<file path="config.mk">
export PLATFORM = sky130hd
export DESIGN_NAME = hilo_mult_unit_flat
export DESIGN_NICKNAME = d
export VERILOG_FILES = /design/src/rtl/hilo_mult_unit_if.sv /design/src/rtl/hilo_mult_unit.sv /design/src/flat_wrapper.sv
export SDC_FILE = /design/constraint.sdc
export NUM_CORES = 1
export LEC_CHECK = 0
export CORE_ASPECT_RATIO = 0.7
export CORE_MARGIN = 1.5
export CORE_UTILIZATION = 25
export CTS_CLUSTER_SIZE = 25
export DETAILED_ROUTE_END_ITERATION = 10
export PLACE_DENSITY = 0.5
export SLEW_MARGIN = 20
export SYNTH_ARGS = -nofsm -noshare
export SYNTH_HDL_FRONTEND = slang
export SYNTH_SLANG_ARGS = --single-unit
</file>
<file path="constraint.sdc">
create_clock -name Clk -period 17.9 [get_ports Clk]
set_clock_uncertainty 0.2 [all_clocks]
set_input_delay 3.58 -clock Clk [delete_from_list [all_inputs] [get_ports Clk]]
set_output_delay 3.58 -clock Clk [all_outputs]
set_load 0.01 [all_outputs]
</file>
<file path="src/rtl/hilo_mult_unit_if.sv">
// Request/response bundle between the execute stage and the HI/LO multiply unit.
interface hilo_mult_unit_if;
   logic        Start;
   logic [5:0]  ALUControl;
   logic [31:0] A;
   logic [31:0] B;
   logic        Busy;
   logic        Done;
   logic [31:0] Result;
   logic [31:0] HI;
   logic [31:0] LO;

   modport master (
      output Start, ALUControl, A, B,
      input  Busy, Done, Result, HI, LO
   );

   modport slave (
      input  Start, ALUControl, A, B,
      output Busy, Done, Result, HI, LO
   );
endinterface

</file>
<file path="src/rtl/hilo_mult_unit.sv">
// Iterative sign-magnitude multiply/accumulate unit owning the HI/LO registers.
// Retires RADIX_BITS multiplier bits per ITER cycle, then a FINISH cycle commits.
module hilo_mult_unit #(
   parameter int unsigned RADIX_BITS = 1
) (
   input logic              Clk,
   input logic              Reset,
   hilo_mult_unit_if.slave  bus
);
   localparam int unsigned N     = 32 / RADIX_BITS;
   localparam int unsigned CNT_W = $clog2(N);

   localparam logic [5:0] OP_MULT  = 6'd3;
   localparam logic [5:0] OP_MULTU = 6'd4;
   localparam logic [5:0] OP_MUL   = 6'd19;
   localparam logic [5:0] OP_MADD  = 6'd20;
   localparam logic [5:0] OP_MSUB  = 6'd21;
   localparam logic [5:0] OP_MFHI  = 6'd23;
   localparam logic [5:0] OP_MFLO  = 6'd24;
   localparam logic [5:0] OP_MTHI  = 6'd25;
   localparam logic [5:0] OP_MTLO  = 6'd26;

   typedef enum logic [1:0] {S_IDLE, S_ITER, S_FINISH} state_e;

   state_e             state_q, state_d;
   logic [5:0]         op_q, op_d;
   logic [63:0]        mcand_q, mcand_d;
   logic [31:0]        mplier_q, mplier_d;
   logic [63:0]        prod_q, prod_d;
   logic [CNT_W-1:0]   cnt_q, cnt_d;
   logic               neg_q, neg_d;
   logic [31:0]        hi_q, hi_d;
   logic [31:0]        lo_q, lo_d;
   logic [31:0]        res_q, res_d;
   logic               busy_q, busy_d;
   logic               done_q, done_d;

   logic               is_mul;
   logic               is_signed;
   logic [31:0]        abs_a;
   logic [31:0]        abs_b;
   logic [63:0]        p_fin;
   logic [63:0]        hilo_acc;

   // Next-state and datapath for the whole unit.
   always_comb begin
      state_d   = state_q;
      op_d      = op_q;
      mcand_d   = mcand_q;
      mplier_d  = mplier_q;
      prod_d    = prod_q;
      cnt_d     = cnt_q;
      neg_d     = neg_q;
      hi_d      = hi_q;
      lo_d      = lo_q;
      res_d     = res_q;
      busy_d    = busy_q;
      done_d    = 1'b0;

      is_mul    = (bus.ALUControl == OP_MULT) || (bus.ALUControl == OP_MULTU) ||
                  (bus.ALUControl == OP_MUL)  || (bus.ALUControl == OP_MADD)  ||
                  (bus.ALUControl == OP_MSUB);
      is_signed = is_mul && (bus.ALUControl != OP_MULTU);
      abs_a     = (is_signed && bus.A[31]) ? (~bus.A + 32'd1) : bus.A;
      abs_b     = (is_signed && bus.B[31]) ? (~bus.B + 32'd1) : bus.B;
      p_fin     = neg_q ? (~prod_q + 64'd1) : prod_q;
      hilo_acc  = {hi_q, lo_q};

      case (state_q)
         S_IDLE: begin
            if (bus.Start) begin
               if (is_mul) begin
                  op_d     = bus.ALUControl;
                  mcand_d  = 64'(abs_a);
                  mplier_d = abs_b;
                  neg_d    = is_signed && (bus.A[31] ^ bus.B[31]);
                  prod_d   = 64'd0;
                  cnt_d    = '0;
                  busy_d   = 1'b1;
                  state_d  = S_ITER;
               end else begin
                  case (bus.ALUControl)
                     OP_MTHI: begin hi_d = bus.A; done_d = 1'b1; end
                     OP_MTLO: begin lo_d = bus.A; done_d = 1'b1; end
                     OP_MFHI: begin res_d = hi_q; done_d = 1'b1; end
                     OP_MFLO: begin res_d = lo_q; done_d = 1'b1; end
                     default: ;
                  endcase
               end
            end
         end
         S_ITER: begin
            prod_d   = prod_q + mcand_q * 64'(mplier_q[RADIX_BITS-1:0]);
            mcand_d  = mcand_q << RADIX_BITS;
            mplier_d = mplier_q >> RADIX_BITS;
            cnt_d    = cnt_q + CNT_W'(1);
            if (cnt_q == CNT_W'(N - 1)) state_d = S_FINISH;
         end
         S_FINISH: begin
            // MADD/MSUB wrap modulo 2^64 through plain 64-bit add/sub.
            case (op_q)
               OP_MADD: hilo_acc = hilo_acc + p_fin;
               OP_MSUB: hilo_acc = hilo_acc - p_fin;
               default: hilo_acc = p_fin;
            endcase
            if (op_q == OP_MUL) begin
               res_d = p_fin[31:0];
            end else begin
               hi_d = hilo_acc[63:32];
               lo_d = hilo_acc[31:0];
            end
            busy_d  = 1'b0;
            done_d  = 1'b1;
            state_d = S_IDLE;
         end
         default: state_d = S_IDLE;
      endcase
   end

   always_ff @(posedge Clk) begin
      if (Reset) begin
         state_q  <= S_IDLE;
         op_q     <= 6'd0;
         mcand_q  <= 64'd0;
         mplier_q <= 32'd0;
         prod_q   <= 64'd0;
         cnt_q    <= '0;
         neg_q    <= 1'b0;
         hi_q     <= 32'd0;
         lo_q     <= 32'd0;
         res_q    <= 32'd0;
         busy_q   <= 1'b0;
         done_q   <= 1'b0;
      end else begin
         state_q  <= state_d;
         op_q     <= op_d;
         mcand_q  <= mcand_d;
         mplier_q <= mplier_d;
         prod_q   <= prod_d;
         cnt_q    <= cnt_d;
         neg_q    <= neg_d;
         hi_q     <= hi_d;
         lo_q     <= lo_d;
         res_q    <= res_d;
         busy_q   <= busy_d;
         done_q   <= done_d;
      end
   end

   assign bus.Busy   = busy_q;
   assign bus.Done   = done_q;
   assign bus.Result = res_q;
   assign bus.HI     = hi_q;
   assign bus.LO     = lo_q;
endmodule

</file>
<file path="src/flat_wrapper.sv">
// flat-port wrapper written by rule: the top's interface ports become plain ports
module hilo_mult_unit_flat 
#(
   parameter int unsigned RADIX_BITS = 1
)
  (Clk, Reset, bus_Start, bus_ALUControl, bus_A, bus_B, bus_Busy, bus_Done, bus_Result, bus_HI, bus_LO);
  hilo_mult_unit_if bus_i ();
  input logic Clk;
  input logic Reset;
  input wire logic [$bits(bus_i.Start)-1:0] bus_Start;
  input wire logic [$bits(bus_i.ALUControl)-1:0] bus_ALUControl;
  input wire logic [$bits(bus_i.A)-1:0] bus_A;
  input wire logic [$bits(bus_i.B)-1:0] bus_B;
  output wire logic [$bits(bus_i.Busy)-1:0] bus_Busy;
  output wire logic [$bits(bus_i.Done)-1:0] bus_Done;
  output wire logic [$bits(bus_i.Result)-1:0] bus_Result;
  output wire logic [$bits(bus_i.HI)-1:0] bus_HI;
  output wire logic [$bits(bus_i.LO)-1:0] bus_LO;
  assign bus_i.Start = bus_Start;
  assign bus_i.ALUControl = bus_ALUControl;
  assign bus_i.A = bus_A;
  assign bus_i.B = bus_B;
  assign bus_Busy = bus_i.Busy;
  assign bus_Done = bus_i.Done;
  assign bus_Result = bus_i.Result;
  assign bus_HI = bus_i.HI;
  assign bus_LO = bus_i.LO;
  hilo_mult_unit #(.RADIX_BITS(RADIX_BITS)) u_core (.Clk(Clk), .Reset(Reset), .bus(bus_i));
endmodule
</file>
==> flow_metrics.tcl <==
set metrics [dict create \
    synth_area_leaders "dfxtp_1, a21oi_1, ha_1" \
    core_um2 90360 \
    clkTransAtPathRegs_ns 0.06 \
    cp.required_ns 18.14 \
    wl_met1_um 48500 \
    cts_root_buf "clkbuf_16" \
    postPlaceCellArea_um2 25750 \
    synthCells 3060 \
    cts_tree "done" \
    holdWs_ns 0.2560 \
    r2r_setup_slack_ns 10.02 \
    worstSetupPathType "reg2reg" \
    synth_xor_area_frac 0.1158 \
    synth_area_per_cell_um2 7.479 \
    num-nets-final 3317 \
    area_delta_synth_final_pct 17.71 \
    outcome "finished clean" \
    ioPinCount 171 \
    routed_via_density 5.451 \
    grt.overflow.total 0 \
    synth_area_leader_cell "dfxtp_1" \
    post_cts_buffers 0 \
    ys_seq_elements 272 \
    top_layer_used "met5" \
    dr.pass1.iters 5 \
    die_y_um 256.1 \
    gp_congestion 0.9824 \
    rsz0062_at_grt "no" \
    crit_path_start_kind "flop" \
    irDropWorstVdd_mv 0.06112 \
    worstPathArrival_ns 8.12 \
    yosysTopAreaCellShare 0.2379 \
    yosys_warnings 0 \
    cap_violations 0 \
    yosysUniqueCellTypes 89 \
    holdBufCountCts 0 \
    clock_path_buffers 3 \
    grt_pass1_wl_um 144500 \
    drt_wl_total_um 96660 \
    fp-row-count 92 \
    yosysSeqAreaShare 0.2379 \
    synth-edff-count 0 \
    slew_headroom 0.2126 \
    synth_compound_area_frac 0.2982 \
    detail-route-antenna-nets 0 \
    synthFlopType "dfxtp_1" \
    grt_start_max_net_pins 164 \
    grt_pass1_vias 21480 \
    syn_area_um2 22890 \
    die_area_um2 93400 \
    powerDensity_nw_per_um2 62.33 \
    crit_fanout 11 \
    slew_violations 0 \
    hold_violations 0 \
    fillerInstances 9789 \
    vias 23750 \
    leakage_nw 10.76 \
    ctsHtreeMaxLevel 2 \
    die_w_um 364.6 \
    met3_length_um 7825 \
    fin_crit_sh 0.4404 \
    crit_path_end_kind "flop" \
    drt-initial-drc-count 2399 \
    tightest_slew_ns 1.174 \
    cts_resized 0 \
    port_buffers 170 \
    initial_core_util 0.2533 \
    fmax_mhz 126.8 \
    grt_usage 0.2009 \
    route.detailed.drc 0 \
    cts.sinks 272 \
    final_util 0.2981 \
    min_period_ns 7.883 \
    fin_setup_tns_ns 0 \
    postLayoutCellArea_um2 26940 \
    synth-simple-area-share 0.2154 \
    cts_buffers 37 \
    syn_nets 3266 \
    synth_top_family_by_area "compound AO/OA/AOI/OAI gates" \
    async_reset_ff_frac 0 \
    setup_viol 0 \
    hpwl_um 74570 \
    drive_gt1_frac 0.05426 \
    worstSkewPairLatency_ns 0.57 \
    met2WireLength_um 38030 \
    synth-adder-area-share 0.07337 \
    antenna_found_initial 3 \
    synthMuxAreaShare 0.01859 \
    worstHoldPathType "reg2reg" \
    wl_per_cell_um 22.19 \
]
==> worst max-delay path, stage by stage (launching register included) <==
cell and delay [ns]:
dfxtp_1 0.44, inv_1 0.15, ha_1 0.30, nor4b_2 0.44
and2_1 0.52, a41oi_1 0.21, xor2_1 0.29, a211o_1 0.37
or4_1 0.55, nor4_2 0.47, nand3_1 0.25, nor2_1 0.32
a21oi_1 0.13, xor2_1 0.18, ha_1 0.47, nand3_1 0.20
nor2_1 0.17, nand4_1 0.16, a2111oi_0 0.49, nor3_1 0.21
o21bai_1 0.29, nand2_1 0.18, o211ai_1 0.22, o211ai_1 0.13
mux2i_1 0.13, a221o_1 0.26
==> registers in the layout, indices dropped and copies added (netlist names) <==
register / flops
u_core.bus.LO: 32
u_core.bus.Result: 32
u_core.mcand_q: 64
u_core.bus.HI: 32
u_core.bus.Done: 1
u_core.neg_q: 1
u_core.state_q: 2
u_core.bus.Busy: 1
u_core.op_q: 6
u_core.cnt_q: 5
u_core.prod_q: 64
u_core.mplier_q: 32
==> cells in the final DEF, fill, tap and decap left out, types with 14 or more instances in the layout <==
cell type,count
xor2_1,139
nand2_1,270
a22oi_1,86
o21bai_1,21
ha_1,131
buf_4,36
a21oi_1,335
a211oi_1,76
clkbuf_16,39
or3_1,33
mux2_2,20
nor3_1,76
or2_2,17
o21a_1,17
o211ai_1,25
o31ai_1,41
nand2b_1,22
and3_1,25
a21o_1,73
and2_1,76
nand4_1,29
o41ai_1,14
xnor2_1,160
clkdlybuf4s50_1,169
inv_1,50
nor4_1,22
o21ai_0,144
nor2_1,330
nor2b_1,16
nand3_1,53
a2111oi_0,19
mux2i_1,20
a22o_1,41
a31oi_1,46
dfxtp_1,271
==> cells by family after synthesis <==
| family | after synthesis |
|---|---|
| buf+inv | 245 |
| xor+xnor | 301 |
| mux | 40 |
| fa+ha+maj | 133 |
| compound gates | 1042 |
| simple gates | 1027 |
| flops | 272 |
==> metrics by stage <==
stage | setup WS [ns] | total power [mW] | instances
3_3_place_gp | 10.47 | 0.9389 | 4294
5_1_grt | 9.378 | 1.740 | 4356
2_1_floorplan | 11.63 | 0.8244 | 3060
3_5_place_dp | 10.26 | 0.9349 | 4294
6_report | 10.02 | 1.679 | 4356
4_1_cts | 10.20 | 1.689 | 4355
==> cell type report <==
type | instances | area (um^2) | share of cell area
clock inverters | 10 | 103.9 | 0.003855
clock buffers | 51 | 1081 | 0.04013
inverters | 50 | 187.7 | 0.006966
multi-input cells | 2543 | 16600 | 0.6161
well taps | 1222 | 1529 | 0.05675
diodes | 1 | 2.502 | 0.00009289
repair buffers | 207 | 1993 | 0.07398
flip-flops and latches | 272 | 5446 | 0.2022
==> metal layers <==
metal | GRT usage | vias up
met5 | 0 | -
met3 | 0.03834 | 121
met1 | 0.3120 | 11360
met2 | 0.2766 | 923
li1 | - | 11340
met4 | 0.04838 | 2
==> Yosys cell counts, types with 73 or more instances <==
cell type and n:
ha_1 131, o21ai_0 145, xor2_1 139, nor3_1 77, dfxtp_1 272, nor2_1 332
a211oi_1 77, clkbuf_1 171, nand2_1 271, and2_1 76, a22oi_1 86, a21oi_1 335
xnor2_1 160, a21o_1 73
==> report_power, final <==
group | internal (mW) | switching [mW]
Combinational | 0.120 | 0.188
Clock | 0.448 | 0.301
Sequential | 0.613 | 0.0101
==> worst paths after layout <==
kind	from	to	cells after the start
worst max-delay path	u_core.prod_q[0]	u_core.bus.HI[30]	25
worst min-delay path	u_core.bus.Busy	u_core.bus.Busy	2
worst max register to register	u_core.prod_q[0]	u_core.bus.HI[30]	25
worst min register to register	u_core.bus.Busy	u_core.bus.Busy	2
Note: power is estimated with default switching activity, not from simulation.
